--- src/rtl/stream_join_seq_pkg.sv ---
// Shared types and constants for the stream join sequencer.
package stream_join_seq_pkg;

   typedef enum logic {
      IDLE = 1'b0,
      RUN  = 1'b1
   } seq_state_e;

   localparam int unsigned DefaultDepth    = 4;
   localparam int unsigned DefaultCntWidth = 8;
   localparam int unsigned StallCntWidth   = 32;

endpackage

--- src/rtl/stream_join_dynamic.sv ---
// Dynamic valid/ready join: only the streams selected in sel take part in the join.
// An all-zero select never produces an output valid.
module stream_join_dynamic
   import stream_join_seq_pkg::*;
#(
   parameter int unsigned N_INP = 2
) (
   input  logic [N_INP-1:0] sel,
   input  logic [N_INP-1:0] inp_valid,
   output logic [N_INP-1:0] inp_ready,
   output logic             oup_valid,
   input  logic             oup_ready
);

   // Output is valid once every selected stream is valid; all inputs see the same ready.
   always_comb begin
      oup_valid = (&(inp_valid | ~sel)) & (|sel);
      inp_ready = {N_INP{oup_valid & oup_ready}};
   end

endmodule

--- src/rtl/stream_join_seq_ctrl.sv ---
// Command sequencer for a dynamic stream join. Commands {mask, reps} queue in a small
// FIFO; the head command selects the joined streams for reps+1 output handshakes.
// Optional stall counter enabled by defining COMMON_CELLS_JOIN_SEQ_STALL_CNT_EN.
module stream_join_seq_ctrl
   import stream_join_seq_pkg::*;
#(
   parameter int unsigned N_INP     = 2,
   parameter int unsigned DEPTH     = DefaultDepth,
   parameter int unsigned CNT_WIDTH = DefaultCntWidth
) (
   input  logic                     clk_i,
   input  logic                     rst_i,
   input  logic                     cmd_valid_i,
   output logic                     cmd_ready_o,
   input  logic [N_INP-1:0]         cmd_mask_i,
   input  logic [CNT_WIDTH-1:0]     cmd_reps_i,
   input  logic [N_INP-1:0]         inp_valid_i,
   output logic [N_INP-1:0]         inp_ready_o,
   output logic                     oup_valid_o,
   input  logic                     oup_ready_i,
   output logic                     busy_o,
   output logic                     done_o,
   output logic [StallCntWidth-1:0] stall_cnt_o
);

   localparam int unsigned PtrWidth   = (DEPTH > 1) ? $clog2(DEPTH) : 1;
   localparam int unsigned CountWidth = $clog2(DEPTH + 1);

   logic [N_INP-1:0]     mask_mem_q [DEPTH];
   logic [CNT_WIDTH-1:0] reps_mem_q [DEPTH];
   logic [PtrWidth-1:0]  wr_ptr_q, rd_ptr_q;
   logic [CountWidth-1:0] count_q;
   logic [CNT_WIDTH-1:0] rep_q, rep_d;
   seq_state_e           state_q, state_d;
   logic                 done_q;
   logic                 push, retire, handshake;
   logic [N_INP-1:0]     head_mask, sel;
   logic [CNT_WIDTH-1:0] head_reps;

   // Full blocks new commands even when the head retires this cycle.
   assign cmd_ready_o = (count_q != CountWidth'(DEPTH));
   assign push        = cmd_valid_i & cmd_ready_o;
   assign head_mask   = mask_mem_q[rd_ptr_q];
   assign head_reps   = reps_mem_q[rd_ptr_q];
   assign sel         = (state_q == RUN) ? head_mask : '0;
   assign handshake   = oup_valid_o & oup_ready_i;
   assign busy_o      = (count_q != '0);
   assign done_o      = done_q;

   stream_join_dynamic #(
      .N_INP (N_INP)
   ) i_join (
      .sel       (sel),
      .inp_valid (inp_valid_i),
      .inp_ready (inp_ready_o),
      .oup_valid (oup_valid_o),
      .oup_ready (oup_ready_i)
   );

   // Command storage: written at the tail, no reset needed since pointers define validity.
   always_ff @(posedge clk_i) begin
      if (push) begin
         mask_mem_q[wr_ptr_q] <= cmd_mask_i;
         reps_mem_q[wr_ptr_q] <= cmd_reps_i;
      end
   end

   // FIFO pointers and occupancy; simultaneous push and pop leave the count unchanged.
   always_ff @(posedge clk_i or posedge rst_i) begin
      if (rst_i) begin
         wr_ptr_q <= '0;
         rd_ptr_q <= '0;
         count_q  <= '0;
      end else begin
         if (push) begin
            wr_ptr_q <= (wr_ptr_q == PtrWidth'(DEPTH - 1)) ? '0 : wr_ptr_q + 1'b1;
         end
         if (retire) begin
            rd_ptr_q <= (rd_ptr_q == PtrWidth'(DEPTH - 1)) ? '0 : rd_ptr_q + 1'b1;
         end
         if (push && !retire) begin
            count_q <= count_q + 1'b1;
         end else if (!push && retire) begin
            count_q <= count_q - 1'b1;
         end
      end
   end

   // State, repetition counter and registered done pulse.
   always_ff @(posedge clk_i or posedge rst_i) begin
      if (rst_i) begin
         state_q <= IDLE;
         rep_q   <= '0;
         done_q  <= 1'b0;
      end else begin
         state_q <= state_d;
         rep_q   <= rep_d;
         done_q  <= retire;
      end
   end

   // Next state: count handshakes on the head command and retire it after reps+1 joins.
   always_comb begin
      state_d = state_q;
      rep_d   = rep_q;
      retire  = 1'b0;
      case (state_q)
         IDLE: begin
            if (push) begin
               state_d = RUN;
            end
         end
         RUN: begin
            if (head_mask == '0) begin
               retire = 1'b1;
            end else if (handshake) begin
               if (rep_q == head_reps) begin
                  retire = 1'b1;
               end else begin
                  rep_d = rep_q + 1'b1;
               end
            end
            if (retire) begin
               rep_d = '0;
               if ((count_q == CountWidth'(1)) && !push) begin
                  state_d = IDLE;
               end
            end
         end
         default: state_d = IDLE;
      endcase
   end

`ifdef COMMON_CELLS_JOIN_SEQ_STALL_CNT_EN
   logic [StallCntWidth-1:0] stall_q;

   // Saturating count of cycles where an active join waits on its inputs.
   always_ff @(posedge clk_i or posedge rst_i) begin
      if (rst_i) begin
         stall_q <= '0;
      end else if ((state_q == RUN) && (|head_mask) && !oup_valid_o && !(&stall_q)) begin
         stall_q <= stall_q + 1'b1;
      end
   end

   assign stall_cnt_o = stall_q;
`else
   assign stall_cnt_o = '0;
`endif

`ifndef SYNTHESIS
   a_n_inp:     assert property (@(posedge clk_i) N_INP >= 1);
   a_depth:     assert property (@(posedge clk_i) DEPTH >= 1);
   a_cnt_width: assert property (@(posedge clk_i) CNT_WIDTH >= 1);
   a_no_ovf:    assert property (@(posedge clk_i) disable iff (rst_i)
                                 push |-> (count_q < CountWidth'(DEPTH)));
`endif

endmodule
--- config.mk ---
export PLATFORM = sky130hd
export DESIGN_NAME = stream_join_seq_ctrl
export DESIGN_NICKNAME = d
export VERILOG_FILES = /design/src/rtl/stream_join_seq_pkg.sv /design/src/rtl/stream_join_dynamic.sv /design/src/rtl/stream_join_seq_ctrl.sv
export SDC_FILE = /design/constraint.sdc
export NUM_CORES = 1
export LEC_CHECK = 0
export BUFFER_PORTS_ARGS = -buffer_cell sky130_fd_sc_hd__buf_4
export CORE_ASPECT_RATIO = 0.8
export CORE_MARGIN = 10
export CORE_UTILIZATION = 40
export CTS_CLUSTER_SIZE = 30
export DETAILED_ROUTE_END_ITERATION = 12
export SYNTH_ARGS = -nofsm -noshare
export SYNTH_HDL_FRONTEND = slang
export SYNTH_HIERARCHICAL = 1
export SYNTH_SLANG_ARGS = --single-unit
--- constraint.sdc ---
create_clock -name clk_i -period 3.3 [get_ports clk_i]
set_input_delay 0.495 -clock clk_i [delete_from_list [all_inputs] [get_ports clk_i]]
set_output_delay 0.495 -clock clk_i [all_outputs]
set_load 0.05 [all_outputs]
==> Word-level counts from Yosys, hierarchy flattened <==
Memory sizes are Yosys's and may differ from the RTL's.
Index checks and enable logic that the tools add are counted.
{ "word_totals": {"mem_bits_rw": 40, "register_bits": 17, "out_inout_bits": 38, "n_memories": 2, "wordCells": 57} }
{ "mem_list": {"columns": ["memory", "depth", "width", "read_ports", "rd_ports_with_merged_regs", "write_ports", "line", "text"], "rows": [
  ["reps_mem_q", 4, 8, 1, 0, 1, "stream_join_seq_ctrl.sv:30", "logic [CNT_WIDTH-1:0] reps_mem_q [DEPTH];"],
  ["mask_mem_q", 4, 2, 1, 0, 1, "stream_join_seq_ctrl.sv:29", "logic [N_INP-1:0] mask_mem_q [DEPTH];"]
]} }
{ "classes": {"muxes": 19, "n_bitwise": 6, "add_sub_neg": 5, "eq_ne": 7, "n_reduce_logical": 12} }
{ "ops": {"columns": ["cell", "n"], "rows": [
  ["2-to-1 mux 8 bit", 4],
  ["2-to-1 mux 1 bit", 9],
  ["adder 8 x 1 -> 8 bit (second input constant)", 1],
  ["equality test 8 bit", 1],
  ["2-to-1 mux 2 bit", 3],
  ["2-to-1 mux 3 bit", 2],
  ["adder 2 x 1 -> 2 bit (second input constant)", 2],
  ["equality test 2 bit (second input constant)", 2],
  ["inequality test 2 x 1 -> 1 bit (second input constant)", 2],
  ["AND reduction 4 bit", 1],
  ["nonzero test 2 bit", 2],
  ["adder 3 x 1 -> 3 bit (second input constant)", 1],
  ["bitwise AND 1 bit", 3],
  ["equality test 3 x 1 -> 1 bit (second input constant)", 1],
  ["logical AND 1 bit", 3],
  ["inequality test 3 bit (second input constant)", 1],
  ["nonzero test 3 bit", 1],
  ["subtractor 3 x 1 -> 3 bit (second input constant)", 1],
  ["logical NOT 1 bit", 2],
  ["logical NOT 2 bit", 1],
  ["NOT 2 bit", 1],
  ["bitwise OR 2 bit", 1],
  ["case mux 1 bit (2 select lines)", 1],
  ["AND reduction 2 bit", 1],
  ["other kinds (2)", 2]
]} }

==> Logic depth before layout (Yosys ltp) <==
Gate-level depths: netlist (run 1).
An unclocked memory read counts as a cell.
{ "logic_depth": {"word_depth": 14, "ltp_mapped": 14, "mapped_depth_nobuf": 12} }

==> Cells and area by module <==
The synthesis (run 1) kept the hierarchy.
{ "by_module_without_submodules": {"columns": ["module", "cells_per_inst", "instances", "seq_area_each_um2", "area_per_inst_um2"], "rows": [
  ["stream_join_seq_ctrl", 194, 1, 1626.6, 2792.7],
  ["stream_join_dynamic", 5, 1, 0.0, 40.0]
]} }

==> Worst setup path after synthesis (run 1) <==
OpenSTA, ideal clock, no wires.
{ "synth_timing": {"kind": "reg2reg", "start": "register rd_ptr_q[0]", "end": "register count_q[2]", "arrival_time_ns": 3.788, "synth_period_minus_slack_ns": 3.867, "path_stages_with_launch": 14, "path_buffers": 2, "path_slack_ns": -0.567, "required_time_ns": 3.221, "cell_sequence": "dfrtp_1 -> buf_6 -> mux4_1 -> and2_1 -> mux2i_1 -> nor2_1 -> nand2_1 -> o41ai_4 -> and2_1 -> buf_6 -> inv_1 -> ha_1 -> nor2_1 -> xor2_1"} }
{ "synth_between": {"elab_chain_len": 14} }
{ "synth_lines": {"columns": ["item", "line", "text"], "rows": [
  ["start: declaration", "stream_join_seq_ctrl.sv:31", "logic [PtrWidth-1:0] wr_ptr_q, rd_ptr_q;"],
  ["start signal: assignment", "stream_join_seq_ctrl.sv:79", "rd_ptr_q <= (rd_ptr_q == PtrWidth'(DEPTH - 1)) ? '0 : rd_ptr_q + 1'b1;"],
  ["memory (4 x 2 bit) (*)", null, null],
  ["2-to-1 mux 2 bit (*)", "stream_join_seq_ctrl.sv:45", "assign sel = (state_q == RUN) ? head_mask : '0;"],
  ["named net sel[0]", "stream_join_seq_ctrl.sv:37", "logic [N_INP-1:0] head_mask, sel;"],
  ["NOT 2 bit", "stream_join_dynamic.sv:17", "oup_valid = (&(inp_valid | ~sel)) & (|sel);"],
  ["bitwise OR 2 bit", "stream_join_dynamic.sv:17", null],
  ["AND reduction 2 bit", "stream_join_dynamic.sv:17", null],
  ["bitwise AND 1 bit (*)", "stream_join_dynamic.sv:17", null],
  ["named net oup_valid_o", "stream_join_seq_ctrl.sv:19", "output logic oup_valid_o,"],
  ["bitwise AND 1 bit (*)", "stream_join_seq_ctrl.sv:46", "assign handshake = oup_valid_o & oup_ready_i;"],
  ["2-to-1 mux 1 bit (*)", "stream_join_seq_ctrl.sv:116", "end else if (handshake) begin"],
  ["2-to-1 mux 1 bit (*)", "stream_join_seq_ctrl.sv:114", "if (head_mask == '0) begin"],
  ["2-to-1 mux 1 bit (*) (2 in a row)", "stream_join_seq_ctrl.sv:107", "case (state_q)"],
  ["named net retire", "stream_join_seq_ctrl.sv:36", "logic push, retire, handshake;"],
  ["logical NOT 1 bit", "stream_join_seq_ctrl.sv:81", "if (push && !retire) begin"],
  ["logical AND 1 bit", "stream_join_seq_ctrl.sv:81", null],
  ["2-to-1 mux 3 bit / nonzero test 2 bit (equally long branches)", null, null],
  ["end signal: assignment", "stream_join_seq_ctrl.sv:82", "count_q <= count_q + 1'b1;"],
  ["end signal: assignment", "stream_join_seq_ctrl.sv:84", "count_q <= count_q - 1'b1;"],
  ["end: declaration", "stream_join_seq_ctrl.sv:32", "logic [CountWidth-1:0] count_q;"]
]} }
Mark *: on every way through the listed nets, which the timed path passes. The rest lies on a longest branch. The select of a mux whose other input is x is not followed.
A chain may end at the register's enable or synchronous reset.

==> Worst setup path in the final report (run 1) <==
{ "layout_timing": {"start": "register rd_ptr_q[0]", "end": "register count_q[2]"} }
{ "layout_between": {"elab_chain_len": 14} }
{ "layout_lines": {"columns": ["item", "line"], "rows": [
  ["memory (4 x 2 bit)", null],
  ["2-to-1 mux 2 bit", "stream_join_seq_ctrl.sv:45"],
  ["NOT 2 bit", "stream_join_dynamic.sv:17"],
  ["bitwise OR 2 bit", "stream_join_dynamic.sv:17"],
  ["AND reduction 2 bit", "stream_join_dynamic.sv:17"],
  ["bitwise AND 1 bit", "stream_join_dynamic.sv:17"],
  ["bitwise AND 1 bit", "stream_join_seq_ctrl.sv:46"],
  ["2-to-1 mux 1 bit", "stream_join_seq_ctrl.sv:116"],
  ["2-to-1 mux 1 bit (*)", "stream_join_seq_ctrl.sv:114"],
  ["2-to-1 mux 1 bit (*) (2 in a row)", "stream_join_seq_ctrl.sv:107"],
  ["logical NOT 1 bit", "stream_join_seq_ctrl.sv:81"],
  ["logical AND 1 bit", "stream_join_seq_ctrl.sv:81"],
  ["2-to-1 mux 3 bit / nonzero test 2 bit (equally long branches)", null]
]} }
Mark *: on every way between the ends. The rest lies on a longest branch, timed or not. The select of a mux whose other input is x is not followed.

==> results.md, run 1 <==
* Outcome: finished clean
* Fill count at 607
* Number of CTS-inserted buffers at 9
* Pre-antenna DRT Iters at 4
* Worst Tran Pin Value at roughly 0.69 ns
* Area after DPL at 0.00296 mm^2
* Ranking of synthesized cells by area: edfxtp_1 42%, dfrtp_1 15%, buf_4 8.7%
* Commonest cells in the netlist: 40 x edfxtp_1, 33 x buf_4, 17 x dfrtp_1
* Fin Clk Skew at 0.00586 ns
* Initial DRC count at 96
* Endpoints failing setup at 0
* Max-slew headroom at 53.8%
* Clock-pin slew on the worst setup and hold paths at 0.07 ns
* Hold WC Path Type: input pin to asynchronous set/reset pin
* Sw Ratio at 37.5%
* Synth unique cells at 30
* Combinational Power Share at between 40% and 50%
* Crit share post-route at a little under nine tenths
* Pwr dens at 918 mW/mm^2
* Core footprint at 0.00689 mm^2
* Vias at 1,484
* CP Max Fanout at 10
* Worst-Skew Late Latency at 0.33 ns
* Final Hold Fails at 0
* Share of total power in the clock network at 21.8%
* Most common cell in the synthesized netlist: edfxtp_1
* RSZ-0062 raised after global routing: false
* Final Util at 45.9%
* WS Path Type: flip-flop to flip-flop
* Crit path launch type: flip-flop
* Die H at 95.3 um
* Share of cells above drive strength 1 at 19.8%
* Post-DP HPWL at roughly 3.7 mm
* ANT cells at 0
* Fin nets at 254
* Port Buf Inserts at 21
* TNS Setup at 0 ns
* Syn Area/Cell at 14.2 um^2
* Worst path max stage delay at 0.61 ns
* # hold bufs at CTS at 0
* PostCTS Resize Cnt at 0
* Core Rows at 27
* Synth area leader: edfxtp_1
* Pre-CTS setup slack at 0.438 ns
* CTS tree: built
* Boundary pin count at 54
* Drt drc at 0
* P_leak at 1.34 nW
* Drt wl/cell at ~15 um
* Area delta synth->final at 11.6%
* Buffer count from post-CTS setup fixing at 0
* Slew Limit Fails at 0
* Critical path's top delay family: multiplexers
* Initial Util at 41.1%
* #FFs+latches synth at 57
* Fin crit period at 2.85 ns
* Final estimated routing congestion in global placement at 0.743
* Register area share after synthesis at a little under three fifths
* Synthesized instance count at 199
* Int Power at 0.00181 W
* Cell Area, Synth at 0.00283 mm^2
* CP bufs+invs at 2
* First-pass GRT wire length at just under 8 mm
* Final WL at roughly 4.9 mm
* Vias in the first global route at approximately 1,500
* Worst setup slack after layout at about 0.45 ns
* Clk buf depth at 2
* Worst path required time at 3.52 ns
* MaxCap Viol Count at 0
* Vias per cell at 4.65
* Die area at 0.0109 mm^2
* Reg power frac at 37.5%
* F_max at 0.351 GHz
* Arrival time worst endpoint at 3.06 ns
* Worst VDD drop at 0.000422 V
* Synth Warn # at 6
* Clk sinks at 57
* R2R Setup Slk at about 0.45 ns
* Critical Path, Cell by Cell: buf_4 > mux4_1 > xnor2_1 > nand3_1 > o41ai_4 > and2_1 > inv_1 > ha_1 > mux2i_1 > nor2_1 > xor2_1
* Antenna-violating nets left at 0
* Critical Path End Type: flip-flop
* P_sw at 0.00109 W
* Htree depth at 3
* Clk Tree Root Cell: clkbuf_8
* Async SR Flop Fraction at slightly below 30%
* Share of the synthesized area in the top cell type at 42.4%
* Largest net degree at the start of global routing at 18
* Total global-route track usage at under 10%
* Die X at 114 um
* EDFF count, synth at 40
* Antenna violations before repair at 0
* Crit path max-delay cell type: mux4_1
* Final design area excluding fillers at 0.00316 mm^2
* Commonest register cell after synthesis: edfxtp_1
* Remaining Overflow, GRT at 0
[layout by cell type (no fill, tap or decap)]
| master | netlist | layout |
|---|---|---|
| clkbuf_1 | 3 | 1 |
| mux4_2 | 2 | 2 |
| clkinv_4 | 0 | 1 |
| nor2_1 | 7 | 6 |
| edfxtp_1 | 40 | 40 |
| inv_1 | 6 | 6 |
| dfrtp_1 | 17 | 17 |
| nand2_1 | 11 | 11 |
| xor2_1 | 6 | 6 |
| a21oi_1 | 1 | 1 |
| a21o_1 | 4 | 4 |
| nand4_1 | 4 | 4 |
| and2_1 | 5 | 5 |
| buf_4 | 33 | 24 |
| nand2b_1 | 1 | 1 |
| nand3_1 | 2 | 2 |
| clkbuf_8 | 0 | 10 |
| nor3b_2 | 1 | 1 |
| nor2b_1 | 1 | 1 |
| ha_1 | 11 | 11 |
| mux2i_1 | 2 | 2 |
| nor3_1 | 4 | 4 |
| mux2_4 | 2 | 2 |
| clkinv_2 | 0 | 1 |
| mux4_1 | 8 | 8 |
| bufinv_16 | 0 | 1 |
| o41ai_4 | 1 | 1 |
| or2_2 | 1 | 1 |
| nand3b_1 | 1 | 1 |
| clkinv_1 | 0 | 1 |
| clkinvlp_4 | 0 | 1 |
| conb_1 | 1 | 32 |
| and3_1 | 6 | 6 |
| nor2_4 | 0 | 1 |
| xnor2_1 | 8 | 8 |
| o21ai_0 | 8 | 8 |
[metal layers]
metal | GRT usage (%) | wire length, um | vias up
li1 | - | - | 705
met1 | 12.3 | 2320 | 709
met2 | 13.0 | 1960 | 61
met3 | 4.77 | 564 | 9
met4 | 3.85 | 86 | 0
met5 | 0 | 0 | -
[registers in the layout, indices dropped and copies added (netlist names)]
signal      flops
count_q         3
done_o          1
mask_mem_q      8
rd_ptr_q        2
rep_q           8
reps_mem_q     32
state_q         1
wr_ptr_q        2
[logic make-up after synthesis]
family | synth area share [%]
flip-flops | 57.4
AND/OR/NAND/NOR | 8.13
buffers and inverters | 10.7
AO/OA/AOI/OAI | 3.62
XOR/XNOR | 4.33
multiplexers | 10.8
adder cells (fa/ha/maj) | 4.86
other | 0.132
[metrics by stage]
stage | power [W] | hold WS (ns) | instances
after floorplan | 0.00206 | 0.421 | 230
after global placement | 0.00229 | 0.506 | 303
after detailed placement | 0.00230 | 0.509 | 303
after CTS | 0.00294 | 0.292 | 319
after global routing | 0.00310 | 0.328 | 319
final | 0.00290 | 0.275 | 319
[power by group through the flow]
| stage | clock [W] | sequential, W | combinational (W) |
|---|---|---|---|
| CTS | 0.000649 | 0.00109 | 0.00120 |
| global placement | 0 | 0.00110 | 0.00119 |
| finish | 0.000633 | 0.00109 | 0.00118 |
| global route | 0.000686 | 0.00111 | 0.00131 |
| detailed placement | 0 | 0.00110 | 0.00120 |
| floorplan | 0 | 0.00106 | 0.00101 |
[final cells by class]
| class | instances | area (um^2) | share of cell area [%] |
|---|---|---|---|
| Clock buffer | 11 | 141 | 4.47 |
| Clock inverter | 5 | 55.1 | 1.74 |
| Inverter | 6 | 22.5 | 0.713 |
| Multi-Input combinational cell | 129 | 1030 | 32.5 |
| Sequential cell | 57 | 1630 | 51.5 |
| Tap cell | 87 | 109 | 3.44 |
| Timing Repair Buffer | 24 | 180 | 5.70 |
[path summary, 6_finish.rpt]
check | to | from | cells past startpoint
max | count_q[2] | rd_ptr_q[0] | 11
min | rep_q[2] | rst_i | 2
min reg2reg | count_q[0] | count_q[0] | 1
max in group asynchronous | wr_ptr_q[1] | rst_i | 2
max reg2reg | count_q[2] | rd_ptr_q[0] | 11
min in group clk_i | reps_mem_q[3][0] | cmd_reps_i[0] | 1
No activity file was read; power rests on OpenSTA's default activity.
==> inputs of run 2 (changes only) <==
Settings changed: ABC_AREA set to 1, CORE_UTILIZATION 40 to 33.
==> results.md, run 2 <==
* Multi-input logic area at approximately 0.0011 mm^2
* Synth area leader: edfxtp_1
* Antenna-violating nets left at 0
* Final Hold Fails at 0
* CTS tree: built
* Initial DRC count at 83
* Htree depth at 3
* Critical Path End Type: flip-flop
* Commonest non-fill, non-tap cells in the layout: 90 x nand2_1, 40 x edfxtp_1, 34 x inv_1, 32 x nand3_1, 32 x conb_1
* Synthesized instance count at around 320
* Combinational Power Share at 42.9%
* Routed wl met2 at 2.51 mm
* Final WL at slightly below 6 mm
* EDFF count, synth at 40
* Max FFs per register at 32
* Reg2Reg Depth at 23
* Share of total power in the clock network at 25.1%
* CP Max Fanout at 12
* Fill count at 888
* Commonest register cell after synthesis: edfxtp_1
* Async SR Flop Fraction at around 30%
* Die area at roughly 0.013 mm^2
* Vias in the first global route at 1,979
* Final estimated routing congestion in global placement at between 0.7 and 0.8
* ANT cells at 0
* Top Registers: reps_mem_q x32, mask_mem_q x8, rep_q x8
* Drt wl/cell at 12.7 um
* Sw Ratio at between 40% and 50%
* Syn Area/Cell at 9.44 um^2
* Reg-to-reg startpoint: rd_ptr_q[0]
* Largest net degree at the start of global routing at 18
* Fin Clk Skew at 0.00717 ns
* Pwr dens at 948 mW/mm^2
* Share of cells above drive strength 1 at approximately 16%
* PostCTS Resize Cnt at 0
* Worst-Skew Late Latency at 0.33 ns
* Int Power at 0.00189 W
* Biggest register: reps_mem_q
* Synth unique cells at 26
* Total global-route track usage at 9.24%
* WS Path Type: flip-flop to flip-flop
* Commonest non-fill, non-tap cell in the layout: nand2_1
* FF+latch area at 0.00163 mm^2
* Remaining Overflow, GRT at 0
* Boundary pin count at 54
* Vias per cell at 4.24
* Port Buf Inserts at 21
* Worst path required time at around 3.5 ns
* Met1 WL at 2.75 mm
* Final design area excluding fillers at roughly 0.0035 mm^2
* Share of the synthesized area in the top cell type at between 40% and 50%
* RSZ-0062 raised after global routing: false
* Slew Limit Fails at 0
* Worst VDD drop at 0.000489 V
* Synth Warn # at 6
* Commonest cells in the netlist: 90 x nand2_1, 40 x edfxtp_1, 34 x buf_4, 34 x inv_1, 32 x nand3_1
* Crit path launch type: flip-flop
* Clk sinks at 57
* Vias at between 1,500 and 2,000
* Crit share post-route at 87.5%
* Hold WC Path Type: input pin to asynchronous set/reset pin
* Most common cell in the synthesized netlist: nand2_1
* R2R Setup Slk at 0.41 ns
* MaxCap Viol Count at 0
* Max-slew headroom at 37.0%
* Post-DP HPWL at 4.50 mm
* Reg power frac at 32.0%
* P_sw at 0.00139 W
* Number of CTS-inserted buffers at 9
* Cells after DPL at around 450
* Final Util at 38.6%
* Initial Util at 33.5%
* Core footprint at 0.00896 mm^2
* Clock-pin slew on the worst setup and hold paths at 0.05 ns
* Highest metal used: met4
* DR WL met3 at 584 um
* Antenna violations before repair at 0
* Die X at 127 um
* Final hold slack at roughly 0.28 ns
* Endpoints failing setup at 0
* First-pass GRT wire length at 9.82 mm
* Area after DPL at 0.00318 mm^2
* F_max at 0.346 GHz
* Arrival time worst endpoint at 3.10 ns
* Buffer count from post-CTS setup fixing at 0
* TNS Setup at 0 ns
* Clk buf depth at 2
* Worst reg2reg endpoint: count_q[2]
* Fin nets at 376
* Outcome: finished clean
* Register area share after synthesis at 54.2%
* Pre-antenna DRT Iters at 4
* Ranking of synthesized cells by area: edfxtp_1 40%, dfrtp_1 14%, nand2_1 11%
* Cell Area, Synth at 0.00300 mm^2
* Die H at 105 um
* P_leak at around 1.6 nW
* Post-route insts no fill at 469
* Worst Tran Pin Value at 0.942 ns
* Clk Tree Root Cell: clkbuf_16
* Area delta synth->final at 15.2%
* Drt drc at 0
* #FFs+latches synth at 57
* Fin crit period at 2.89 ns
* # hold bufs at CTS at 0
* Core Rows at 31
## run 2: changes by cell type in the layout (fill, tap and decap cells not counted), sizes merged, moves of 5 or more
| cell | before | now |
|---|---|---|
| nand3 | 2 | 35 |
| and3 | 6 | 0 |
| inv | 6 | 40 |
| xnor2 | 8 | 1 |
| nand2 | 11 | 95 |
| nor2 | 7 | 21 |
| mux4 | 10 | 0 |
| and2 | 5 | 0 |
## run 2: critical path, stage by stage, from the launching register on
cell	delay [ns]
dfrtp_1	0.51
inv_2	0.17
nand2_1	0.06
nand3_1	0.07
nand2_1	0.08
nor2_1	0.15
inv_1	0.05
nand2_1	0.06
nand3_2	0.07
inv_1	0.09
nand2_1	0.08
inv_1	0.06
nand2_1	0.06
inv_2	0.04
nand2_1	0.04
nor2_1	0.14
nand3_2	0.13
nand2_4	0.12
nand2_4	0.08
ha_1	0.33
nor2_1	0.11
o21ai_0	0.10
xor2_1	0.14
inv_1	0.05
## run 2: metrics by stage
| stage | total power (W) | setup WS, ns |
|---|---|---|
| floorplan | 0.00217 | 0.413 |
| global placement | 0.00245 | 0.584 |
| detailed placement | 0.00248 | 0.405 |
| CTS | 0.00331 | 0.407 |
| global route | 0.00354 | 0.0330 |
| finish | 0.00328 | 0.414 |
## run 2: kinds of logic after synthesis
| group | count (synthesis) | share of synthesized area (%) |
|---|---|---|
| buffers and inverters | 78 | 14.5 |
| adder cells (fa/ha/maj) | 11 | 4.58 |
| XOR/XNOR | 8 | 2.33 |
| AND/OR/NAND/NOR | 154 | 22.7 |
| flip-flops | 57 | 54.2 |
| AO/OA/AOI/OAI | 9 | 1.58 |
| other | 1 | 0.125 |
## run 2: how the worst max path moves through the flow
stage,start,endpoint,slack (ns),cells past startpoint
3_3_place_gp,rd_ptr_q[0],count_q[2],0.58,23
4_1_cts,rd_ptr_q[0],count_q[2],0.41,23
3_5_place_dp,rd_ptr_q[0],count_q[2],0.40,23
2_1_floorplan,rd_ptr_q[0],count_q[2],0.41,24
5_1_grt,rd_ptr_q[0],count_q[2],0.03,23
6_report,rd_ptr_q[0],count_q[2],0.41,23
## run 2: power groups by stage
stage | clock network, W | registers (W) | logic [W]
finish | 0.000823 | 0.00105 | 0.00140
global route | 0.000871 | 0.00107 | 0.00160
CTS | 0.000842 | 0.00105 | 0.00142
detailed placement | 0 | 0.00106 | 0.00142
global placement | 0 | 0.00105 | 0.00140
floorplan | 0 | 0.00105 | 0.00112
## run 2: final cells by class
class	count	share of cell area (%)
clock inverter	6	1.30
inverter	40	4.49
tap	115	4.16
clock buffer	10	6.62
timing repair buffer	27	5.86
multi-input combinational	214	30.5
sequential	57	47.0
## run 2: per-layer routing
metal	vias to the layer above	track usage (%)
met5	-	0
met2	64	13.3
met4	0	3.90
li1	1008	-
met1	905	11.4
met3	10	4.71
